**config.mk**
```make
export PLATFORM = sky130hd
export DESIGN_NAME = seq_det_ctrl
export DESIGN_NICKNAME = d
export VERILOG_FILES = /design/src/rtl/seq_det_pkg.sv /design/src/rtl/seq_det_match.sv /design/src/rtl/seq_det_ctrl.sv
export SDC_FILE = /design/constraint.sdc
export NUM_CORES = 1
export LEC_CHECK = 0
export ABC_AREA = 1
export BUFFER_PORTS_ARGS = -buffer_cell sky130_fd_sc_hd__buf_2
export CAP_MARGIN = 20
export CORE_ASPECT_RATIO = 0.8
export CORE_MARGIN = 2
export CORE_UTILIZATION = 60
export DETAILED_ROUTE_END_ITERATION = 8
export GPL_ROUTABILITY_DRIVEN = 0
export GPL_TIMING_DRIVEN = 0
export PLACE_DENSITY = 0.91
export SLEW_MARGIN = 20
export SYNTH_ARGS = -nofsm -noshare
export SYNTH_HDL_FRONTEND = slang
export SYNTH_SLANG_ARGS = --single-unit
```
**constraint.sdc**
```tcl
create_clock -name clk -period 6.1 [get_ports clk]
set_clock_uncertainty 0.15 [all_clocks]
set_input_delay 0.61 -clock clk [delete_from_list [all_inputs] [get_ports clk]]
set_output_delay 0.61 -clock clk [all_outputs]
set_load 0.005 [all_outputs]
```
**src/rtl/seq_det_pkg.sv**
```systemverilog
`default_nettype none
// ============================================================================
// Module   : seq_det_pkg
// Purpose  : Shared types and defaults for the serial sequence detector.
//            Holds the controller state enum, the default sizing of the
//            pattern and match counter, and a config legality helper.
// Ports    : none (package)
// Config   : SEQ_DET_OVERLAP_EN is consumed by seq_det_match, not here.
// Revision : 1.0  initial release
// ============================================================================
package seq_det_pkg;

  localparam int C_MAX_LEN_DEF = 8;   // default maximum pattern length
  localparam int C_CNT_W_DEF   = 8;   // default match counter width
  localparam int C_LEN_W       = 4;   // width of the cfg_len field

  typedef enum logic [1:0] {
    ST_IDLE  = 2'd0,
    ST_ARMED = 2'd1,
    ST_RUN   = 2'd2,
    ST_DONE  = 2'd3
  } state_t;

  // A pattern length is usable when it selects at least one bit and fits
  // inside the history register.
  function automatic logic len_legal(input logic [C_LEN_W-1:0] len,
                                     input int                 max_len);
    return (len != '0) && (int'(len) <= max_len);
  endfunction

endpackage
`default_nettype wire

```
**src/rtl/seq_det_match.sv**
```systemverilog
`default_nettype none
// ============================================================================
// Module   : seq_det_match
// Purpose  : History shift register, fill counter and pattern compare for
//            the serial sequence detector. hit is combinational and refers
//            to the history as it will look after the current sample shifts
//            in; the controller registers it.
// Ports    : clk      - clock, rising edge
//            reset    - synchronous active-high reset
//            clear    - synchronous clear of history and fill (run entry)
//            sample   - a qualified data bit is presented this cycle
//            din      - serial data bit
//            pattern  - stored pattern, bit 0 is the most recent bit
//            len      - stored pattern length (1..MAX_LEN)
//            hit      - this sample completes the pattern
// Config   : SEQ_DET_OVERLAP_EN defined   -> fill kept after a hit,
//                                            overlapping matches detected
//            SEQ_DET_OVERLAP_EN undefined -> fill cleared on a hit,
//                                            matches are non-overlapping
// Revision : 1.0  initial release
// ============================================================================
module seq_det_match
  import seq_det_pkg::*;
#(
  parameter int MAX_LEN = C_MAX_LEN_DEF
) (
  input  logic               clk,
  input  logic               reset,
  input  logic               clear,
  input  logic               sample,
  input  logic               din,
  input  logic [MAX_LEN-1:0] pattern,
  input  logic [C_LEN_W-1:0] len,
  output logic               hit
);

  localparam int                  C_FILL_W   = $clog2(MAX_LEN + 1);
  localparam logic [C_FILL_W-1:0] C_FILL_MAX = C_FILL_W'(MAX_LEN);

`ifdef SEQ_DET_OVERLAP_EN
  localparam bit C_OVERLAP = 1'b1;
`else
  localparam bit C_OVERLAP = 1'b0;
`endif

  logic [MAX_LEN-1:0]  r_hist;
  logic [C_FILL_W-1:0] r_fill;

  logic [MAX_LEN-1:0]  w_hist_next;
  logic [MAX_LEN-1:0]  w_mask;
  logic [C_FILL_W-1:0] w_fill_next;
  logic                w_eq;
  logic                w_full_enough;

  always_comb begin
    w_hist_next = (r_hist << 1) | MAX_LEN'(din);
    w_fill_next = (r_fill == C_FILL_MAX) ? r_fill : r_fill + C_FILL_W'(1);

    // Only the low len bits take part in the compare.
    w_mask = '0;
    for (int i = 0; i < MAX_LEN; i++) begin
      w_mask[i] = (i < int'(len));
    end

    w_eq          = ((w_hist_next ^ pattern) & w_mask) == '0;
    // Fill guards against matching on stale history left from before the
    // run started or from before the previous non-overlapping match.
    w_full_enough = 32'(w_fill_next) >= 32'(len);
    hit           = sample & w_eq & w_full_enough;
  end

  always_ff @(posedge clk) begin
    if (reset || clear) begin
      r_hist <= '0;
      r_fill <= '0;
    end else if (sample) begin
      r_hist <= w_hist_next;
      if (hit && !C_OVERLAP) begin
        r_fill <= '0;
      end else begin
        r_fill <= w_fill_next;
      end
    end
  end

endmodule
`default_nettype wire

```
**src/rtl/seq_det_ctrl.sv**
```systemverilog
`default_nettype none
// ============================================================================
// Module   : seq_det_ctrl
// Purpose  : Programmable serial sequence detector controller. Accepts a
//            pattern/length/threshold configuration, runs detection on a
//            qualified serial stream, counts matches and stops when the
//            count reaches a nonzero threshold.
// Ports    : clk         - clock, rising edge
//            reset       - synchronous active-high reset
//            cfg_valid   - configuration request
//            cfg_ready   - configuration accepted this cycle (IDLE/ARMED)
//            cfg_pattern - pattern, bit 0 is the most recent bit
//            cfg_len     - pattern length, legal 1..MAX_LEN
//            cfg_thresh  - match count ending the run, 0 = never
//            cfg_err     - one-cycle pulse, configuration rejected
//            start       - begin detection (honoured in ARMED only)
//            stop        - abort to IDLE from any state
//            din         - serial data bit
//            din_valid   - din qualifier
//            match       - one-cycle pulse per detected pattern
//            match_cnt   - matches counted in the current run
//            busy        - high in RUN
//            thresh_hit  - high in DONE
// Config   : SEQ_DET_OVERLAP_EN selects overlapping match detection
//            (see seq_det_match).
// Revision : 1.0  initial release
// ============================================================================
module seq_det_ctrl
  import seq_det_pkg::*;
#(
  parameter int MAX_LEN = C_MAX_LEN_DEF,
  parameter int CNT_W   = C_CNT_W_DEF
) (
  input  logic               clk,
  input  logic               reset,
  input  logic               cfg_valid,
  output logic               cfg_ready,
  input  logic [MAX_LEN-1:0] cfg_pattern,
  input  logic [C_LEN_W-1:0] cfg_len,
  input  logic [CNT_W-1:0]   cfg_thresh,
  output logic               cfg_err,
  input  logic               start,
  input  logic               stop,
  input  logic               din,
  input  logic               din_valid,
  output logic               match,
  output logic [CNT_W-1:0]   match_cnt,
  output logic               busy,
  output logic               thresh_hit
);

  state_t             r_state;
  state_t             w_state_next;

  logic [MAX_LEN-1:0] r_pattern;
  logic [C_LEN_W-1:0] r_len;
  logic [CNT_W-1:0]   r_thresh;
  logic [CNT_W-1:0]   r_cnt;
  logic               r_match;
  logic               r_cfg_err;

  logic               w_cfg_hs;
  logic               w_cfg_legal;
  logic               w_cfg_take;
  logic               w_run_entry;
  logic               w_sample;
  logic               w_hit;
  logic [CNT_W-1:0]   w_cnt_inc;
  logic               w_thresh_reached;

  assign cfg_ready  = (r_state == ST_IDLE) || (r_state == ST_ARMED);
  assign busy       = (r_state == ST_RUN);
  assign thresh_hit = (r_state == ST_DONE);
  assign match      = r_match;
  assign match_cnt  = r_cnt;
  assign cfg_err    = r_cfg_err;

  always_comb begin
    w_cfg_hs    = cfg_valid & cfg_ready;
    w_cfg_legal = len_legal(cfg_len, MAX_LEN);
    w_cfg_take  = w_cfg_hs & w_cfg_legal;
    // stop suppresses the sample so a completing bit cannot match or count.
    w_sample    = (r_state == ST_RUN) & din_valid & ~stop;
    w_cnt_inc   = (r_cnt == '1) ? r_cnt : r_cnt + CNT_W'(1);
    // DONE is taken on the same edge that registers the reaching match.
    w_thresh_reached = w_hit && (r_thresh != '0) && (w_cnt_inc == r_thresh);
  end

  // Next-state logic
  always_comb begin
    w_state_next = r_state;
    if (stop) begin
      w_state_next = ST_IDLE;
    end else begin
      case (r_state)
        ST_IDLE:  if (w_cfg_take)       w_state_next = ST_ARMED;
        ST_ARMED: if (start)            w_state_next = ST_RUN;
        ST_RUN:   if (w_thresh_reached) w_state_next = ST_DONE;
        ST_DONE:                        w_state_next = ST_DONE;
        default:                        w_state_next = ST_IDLE;
      endcase
    end
    w_run_entry = (r_state == ST_ARMED) && (w_state_next == ST_RUN);
  end

  // State register
  always_ff @(posedge clk) begin
    if (reset) begin
      r_state <= ST_IDLE;
    end else begin
      r_state <= w_state_next;
    end
  end

  // Stored configuration, match pulse, error pulse and match counter
  always_ff @(posedge clk) begin
    if (reset) begin
      r_pattern <= '0;
      r_len     <= '0;
      r_thresh  <= '0;
      r_cnt     <= '0;
      r_match   <= 1'b0;
      r_cfg_err <= 1'b0;
    end else begin
      r_match   <= w_hit;
      r_cfg_err <= w_cfg_hs & ~w_cfg_legal;

      if (w_cfg_take) begin
        r_pattern <= cfg_pattern;
        r_len     <= cfg_len;
        r_thresh  <= cfg_thresh;
      end

      if (w_run_entry) begin
        r_cnt <= '0;
      end else if (w_hit) begin
        r_cnt <= w_cnt_inc;
      end
    end
  end

  seq_det_match #(
    .MAX_LEN (MAX_LEN)
  ) u_match (
    .clk     (clk),
    .reset   (reset),
    .clear   (w_run_entry),
    .sample  (w_sample),
    .din     (din),
    .pattern (r_pattern),
    .len     (r_len),
    .hit     (w_hit)
  );

endmodule
`default_nettype wire

```
# Yosys cells after proc, flatten, opt, wreduce, memory -nomap -nowiden

Cells that the tools add are included.

Mux-type cells: 8
Reduce and logical (&&, ||, !) cells: 11
Eq/ne operators: 7
$lt $le $gt $ge: 10
$add $sub $neg: 2
Bitwise logic cells: 12

Operators by type and width:

| cell                | number |
|---|---|
| $lt 3x4->1 const A  | 4 |
| $add 8x1->8 const B | 1 |
| $and 8x8->8         | 1 |
| $eq 8x8->1          | 1 |
| $eq 8x8->1 const B  | 1 |
| $logic_not 8->1     | 1 |
| $lt 1x4->1 const A  | 2 |
| $lt 2x4->1 const A  | 2 |
| $mux 2              | 4 |
| $mux 4              | 2 |
| $mux 8              | 1 |
| $or 8x1->8          | 1 |
| $pmux 2 s4          | 1 |
| $reduce_bool 8->1   | 1 |
| $xor 8x8->8         | 1 |
| $and 1x1->1         | 7 |
| $eq 2x2->1 const B  | 3 |
| $add 4x1->4 const B | 1 |
| $eq 4x4->1 const B  | 1 |
| $ge 4x4->1          | 1 |
| $le 4x4->1 const B  | 1 |
| $logic_and 1x1->1   | 4 |
| $reduce_bool 4->1   | 1 |
| $eq 2x1->1 const B  | 1 |
| other kinds (4)     | 6 |

Input bits: 27
Register bits: 43
Logic and storage cells: 59

# Longest topological paths before layout

Depth in word-level cells: 14
Gate-level depth with buffers: 17
Depth with buffers taken out: 17

# By module

A second synthesis with hierarchy kept.

Cell total of the unflattened synthesis: 362
Area total of the unflattened synthesis: 2388.5 sq um

By module, submodules not included:

| module        | area each (sq um) | cells each | times used | sequential area each (sq um) |
|---|---|---|---|---|
| seq_det_ctrl  | 1577.8            | 234        | 1          | 640.6 |
| seq_det_match | 810.8             | 128        | 1          | 220.2 |

# Worst setup path after synthesis

OpenSTA, ideal clock, no wires.

Path kind: register -> register
Start point: register u_match.r_fill[0]
End point: register u_match.r_fill[3]
Data arrival time: 1.862 ns
Cell stages (with the launch flop): 15
Clock period less this slack: 2.145 ns
Setup slack: 3.955 ns
Setup time: 0.132 ns
Path buffers: 1
Cells stage by stage: dfxtp_1 -> inv_1 -> ha_1 -> nand3_1 -> xor2_1 -> inv_1 -> ha_1 -> nand3_1 -> nand3_1 -> nand2_1 -> inv_1 -> nand3_2 -> buf_2 -> nand3_1 -> a21oi_1

Word-level cells in the longest chain between the ends: 12

Ends and longest elaborated chain:

| element                                   | line                | text |
|---|---|---|
| start, declared                           | seq_det_match.sv:47 | `logic [C_FILL_W-1:0] r_fill;` |
| start signal, assigned                    | seq_det_match.sv:81 | `r_fill <= w_fill_next;` |
| $add 4x1->4 or $eq 4x4->1 (tied branches) | seq_det_match.sv:57 | `w_fill_next = (r_fill == C_FILL_MAX) ? r_fill : r_fill + C_FILL_W'(1);` |
| $mux 4 (*)                                | seq_det_match.sv:57 |  |
| $ge 4x4->1                                | seq_det_match.sv:68 | `w_full_enough = 32'(w_fill_next) >= 32'(len);` |
| $and 1x1->1                               | seq_det_match.sv:69 | `hit = sample & w_eq & w_full_enough;` |
| $logic_and 1x1->1 (2 in a row)            | seq_det_ctrl.sv:86  | `w_thresh_reached = w_hit && (r_thresh != '0) && (w_cnt_inc == r_thresh);` |
| $mux 2                                    | seq_det_ctrl.sv:98  | `ST_RUN: if (w_thresh_reached) w_state_next = ST_DONE;` |
| $pmux 2 s4                                | seq_det_ctrl.sv:95  | `case (r_state)` |
| $mux 2                                    | seq_det_ctrl.sv:92  | `if (stop) begin` |
| $eq 2x2->1                                | seq_det_ctrl.sv:103 | `w_run_entry = (r_state == ST_ARMED) && (w_state_next == ST_RUN);` |
| $logic_and 1x1->1                         | seq_det_ctrl.sv:103 |  |
| $logic_or 1x1->1                          | seq_det_match.sv:73 | `if (reset \|\| clear) begin` |

Mark *: on every way between the ends. The rest lies on a longest branch, timed or not.
A chain may end at the register's enable or synchronous reset.

# Worst setup path after layout

Start point: register u_match.r_fill[0]
End point: register r_cnt[7] (netlist: match_cnt[7])

Word-level cells in the longest chain between the ends: 12

Ends and longest elaborated chain:

| element                                   | line                | text |
|---|---|---|
| $add 4x1->4 or $eq 4x4->1 (tied branches) | seq_det_match.sv:57 |  |
| $mux 4 (*)                                | seq_det_match.sv:57 |  |
| $ge 4x4->1 (*)                            | seq_det_match.sv:68 |  |
| $and 1x1->1 (*)                           | seq_det_match.sv:69 |  |
| $logic_and 1x1->1 (2 in a row)            | seq_det_ctrl.sv:86  |  |
| $mux 2                                    | seq_det_ctrl.sv:98  |  |
| $pmux 2 s4                                | seq_det_ctrl.sv:95  |  |
| $mux 2                                    | seq_det_ctrl.sv:92  |  |
| $eq 2x2->1                                | seq_det_ctrl.sv:103 |  |
| $logic_and 1x1->1                         | seq_det_ctrl.sv:103 |  |
| $reduce_or 2->1 (no source line)          | --                  |  |
| end signal, assigned                      | seq_det_ctrl.sv:137 | `r_cnt <= w_cnt_inc;` |
| end, declared                             | seq_det_ctrl.sv:58  | `logic [CNT_W-1:0] r_cnt;` |

Marks and branches as above.

==> flow_summary.yaml <==
run_status:
  status: "completed"
logic_synthesis:
  yosysTopAreaCell: "dfxtp_1"
  synth_cell_types: 32
  yosys.area_share.xor_xnor: 0.02232
  yosys_warnings: 0
  synth_nets: 383
  syn_area_sq_mm: 0.002355
  synth_top_area_share: 0.3656
  synth_compound_area_frac: 0.1637
  ys_seq_area_frac: 0.3656
  syn_avg_cell_area_sq_um: 6.747
  synthTopCellsByArea: "dfxtp_1 37%, nand2_1 14%, inv_1 7.8%"
  synth.area.mux_share: 0
  synthSimpleGateAreaFrac: 0.3098
  synth_seq_cells: 43
  synth_top_family_by_area: "simple AND/OR/NAND/NOR gates"
  synth_adder_area_share: 0.03719
  synthCells: 349
drt:
  drt_iter0_drc: 227
  routedWlPerCell_um: 11.97
  drt-met1-wl_um: 2545
  met3WireLength_um: 417
  first_pass_iters: 4
  antenna_left: 0
  via_per_inst: 5.284
  wl_met2_um: 2338
  top_layer_used: "met4"
  vias: 2383
  drc: 0
  routed_wl_um: 5399
grt:
  grt-ovfl-total: 0
  grt_use_total: 0.2631
  grt_max_degree: 14
  antenna_found_initial: 0
  grt_pass1_vias: 2085
  grt_pass1_wl_um: 9018
clocking:
  cts.hold.buffers_added: 0
  ctsHtreeMaxLevel: 2
  cts_tree: "yes"
  clock_path_buffers: 2
  post_cts_buffers: 0
  cts_resized: 0
  cts.sinks: 43
  cts_buffers: 5
  insertion_delay_ns: 0.30
  cts_root_buf: "clkbuf_8"
  clk_pin_slew_ns: 0.08
floorplan:
  die_h_um: 60.04
  dieWidth_um: 74.04
  start_util: 0.6232
  placementRows: 20
  ios: 40
  dieArea_sq_mm: 0.004445
  core_sq_mm: 0.003779
setup_path:
  critPathLaunchType: "flop"
  cpMaxStageDelayCell: "dfxtp_1"
  worstPathArrival_ns: 2.48
  worstSetupPathType: "flop to flop"
  slowest_delay_ns: 0.41
  path_max_fanout: 10
  worst_setup_path_end_kind: "flop"
  crit_chain: "inv_1, ha_1, nand3_1, xor2_1, inv_1, ha_1, nand3_1, nand3_1, nand2_1, inv_1, nand3_2, buf_2, nand2_1, a21oi_1"
  required_ns: 6.18
finish:
  post-route-util: 0.7156
  layout_common_cells: "90 x nand2_1, 49 x inv_1, 43 x dfxtp_1"
  final_nets: 429
  seqCellArea_sq_um: 860.8
  syn2layout_area_growth_pct: 14.82
  layout_commonest_cell: "nand2_1"
  antennaDiodeCount: 0
  fill_cells: 312
  drive_above_1_share: 0.1616
  multi_input_area_sq_mm: 0.001255
hold_path:
  hold_class: "flop to flop"
sta:
  fin_setup_tns_ns: 0
  hold_violations: 0
  rsz0062_at_grt: "no"
  max_freq_ghz: 0.4170
  finalCritPeriodShare: 0.3931
  finalSetupViolCount: 0
  slew_viol_final: 0
  worst_pin_slew_ns: 0.4696
  period_minus_slack_ns: 2.398
  max-slew-margin-rel: 0.6869
place:
  port_buffers: 39
  hpwl_um: 4160
pwr:
  power_density_mw_per_mm2: 202.0
  p_leak_nw: 1.216
  peakVddDrop_mv: 0.1928
flow_run:
  drv_cap: 0
flip-flops by register name (all words and copies together), names as in the netlist:
register and count:
match_cnt 8, r_pattern 8, r_thresh 8, u_match.r_hist 7
r_len 4, u_match.r_fill 4, r_state 2, cfg_err 1
match 1
path summary, 6_finish.rpt:
path | start | end | slack (ns) | depth (start not counted)
worst max register to register | u_match.r_fill[0]$_SDFFE_PP0P_ | match_cnt[7]$_SDFFE_PP0P_ | 3.70 | 14
worst min register to register | r_pattern[2]$_SDFFE_PP0P_ | r_pattern[2]$_SDFFE_PP0P_ | 0.32 | 2
worst min-delay path | r_pattern[2]$_SDFFE_PP0P_ | r_pattern[2]$_SDFFE_PP0P_ | 0.32 | 2
worst max-delay path | u_match.r_fill[0]$_SDFFE_PP0P_ | match_cnt[7]$_SDFFE_PP0P_ | 3.70 | 14
area by class of cell:
class,instances,area share
Multi-Input combinational cell,247,0.4641
Sequential cell,43,0.3184
Timing Repair Buffer,39,0.07219
Inverter,50,0.06941
Clock buffer,6,0.02684
Tap cell,55,0.02545
Buffer,9,0.01897
Clock inverter,2,0.004627
critical path: cells and delay by family (launching register included):
| family | cells | cell delay (ns) |
|---|---|---|
| compound gates | 1 | 0.16 |
| xor+xnor | 1 | 0.20 |
| fa+ha+maj | 2 | 0.48 |
| buf+inv | 4 | 0.43 |
| flops | 1 | 0.41 |
| simple gates | 6 | 0.51 |
synth_stat cells:
library cell   n
inv_1         49
o21ai_2        1
nor2_4         3
or2_2          1
inv_2          1
a211oi_1       7
buf_6          1
dfxtp_1       43
nand3b_1       1
o21ai_1        2
xnor2_1        1
nand2_2        2
nor3b_1        1
ha_1           7
o21ai_0       22
or4_1          1
nand2_4        2
o21bai_1       3
a21oi_2        1
nand4_1        5
nand3_1       24
o31ai_1        1
clkbuf_1       3
a21oi_1       33
buf_2          2
nand2_1       90
xor2_1         5
nand4_2        1
buf_4          2
buf_1          1
nor2_1        32
nand3_2        1
stage by stage:
stage / hold slack [ns] / power [mW] / instances / setup slack, ns / instance area (sq um)
CTS: 0.3247 / 0.5461 / 451 / 3.709 / 2704
floorplan: 0.2937 / 0.3479 / 349 / 3.955 / 2355
global placement: 0.3059 / 0.3673 / 443 / 3.758 / 2619
global route: 0.3464 / 0.5679 / 451 / 3.458 / 2704
detailed placement: 0.3128 / 0.3698 / 443 / 3.721 / 2619
finish: 0.3216 / 0.5461 / 451 / 3.702 / 2704
layer usage:
layer	track usage	vias up
li1	-	1215
met5	0	-
met3	0.06239	14
met1	0.3549	1062
met4	0.09351	0
met2	0.4133	92
logic make-up after synthesis:
family	count (synthesis)
AO/OA/AOI/OAI	70
buffers and inverters	59
XOR/XNOR	6
adder cells (fa/ha/maj)	7
flip-flops	43
AND/OR/NAND/NOR	164
power by group:
group	switching, mW	internal, mW	total (mW)
Clock	0.102	0.0802	0.182
Combinational	0.0391	0.0261	0.0653
Sequential	0.00709	0.291	0.299
Total	0.148	0.398	0.546
Power figures use the tool's default switching activity.
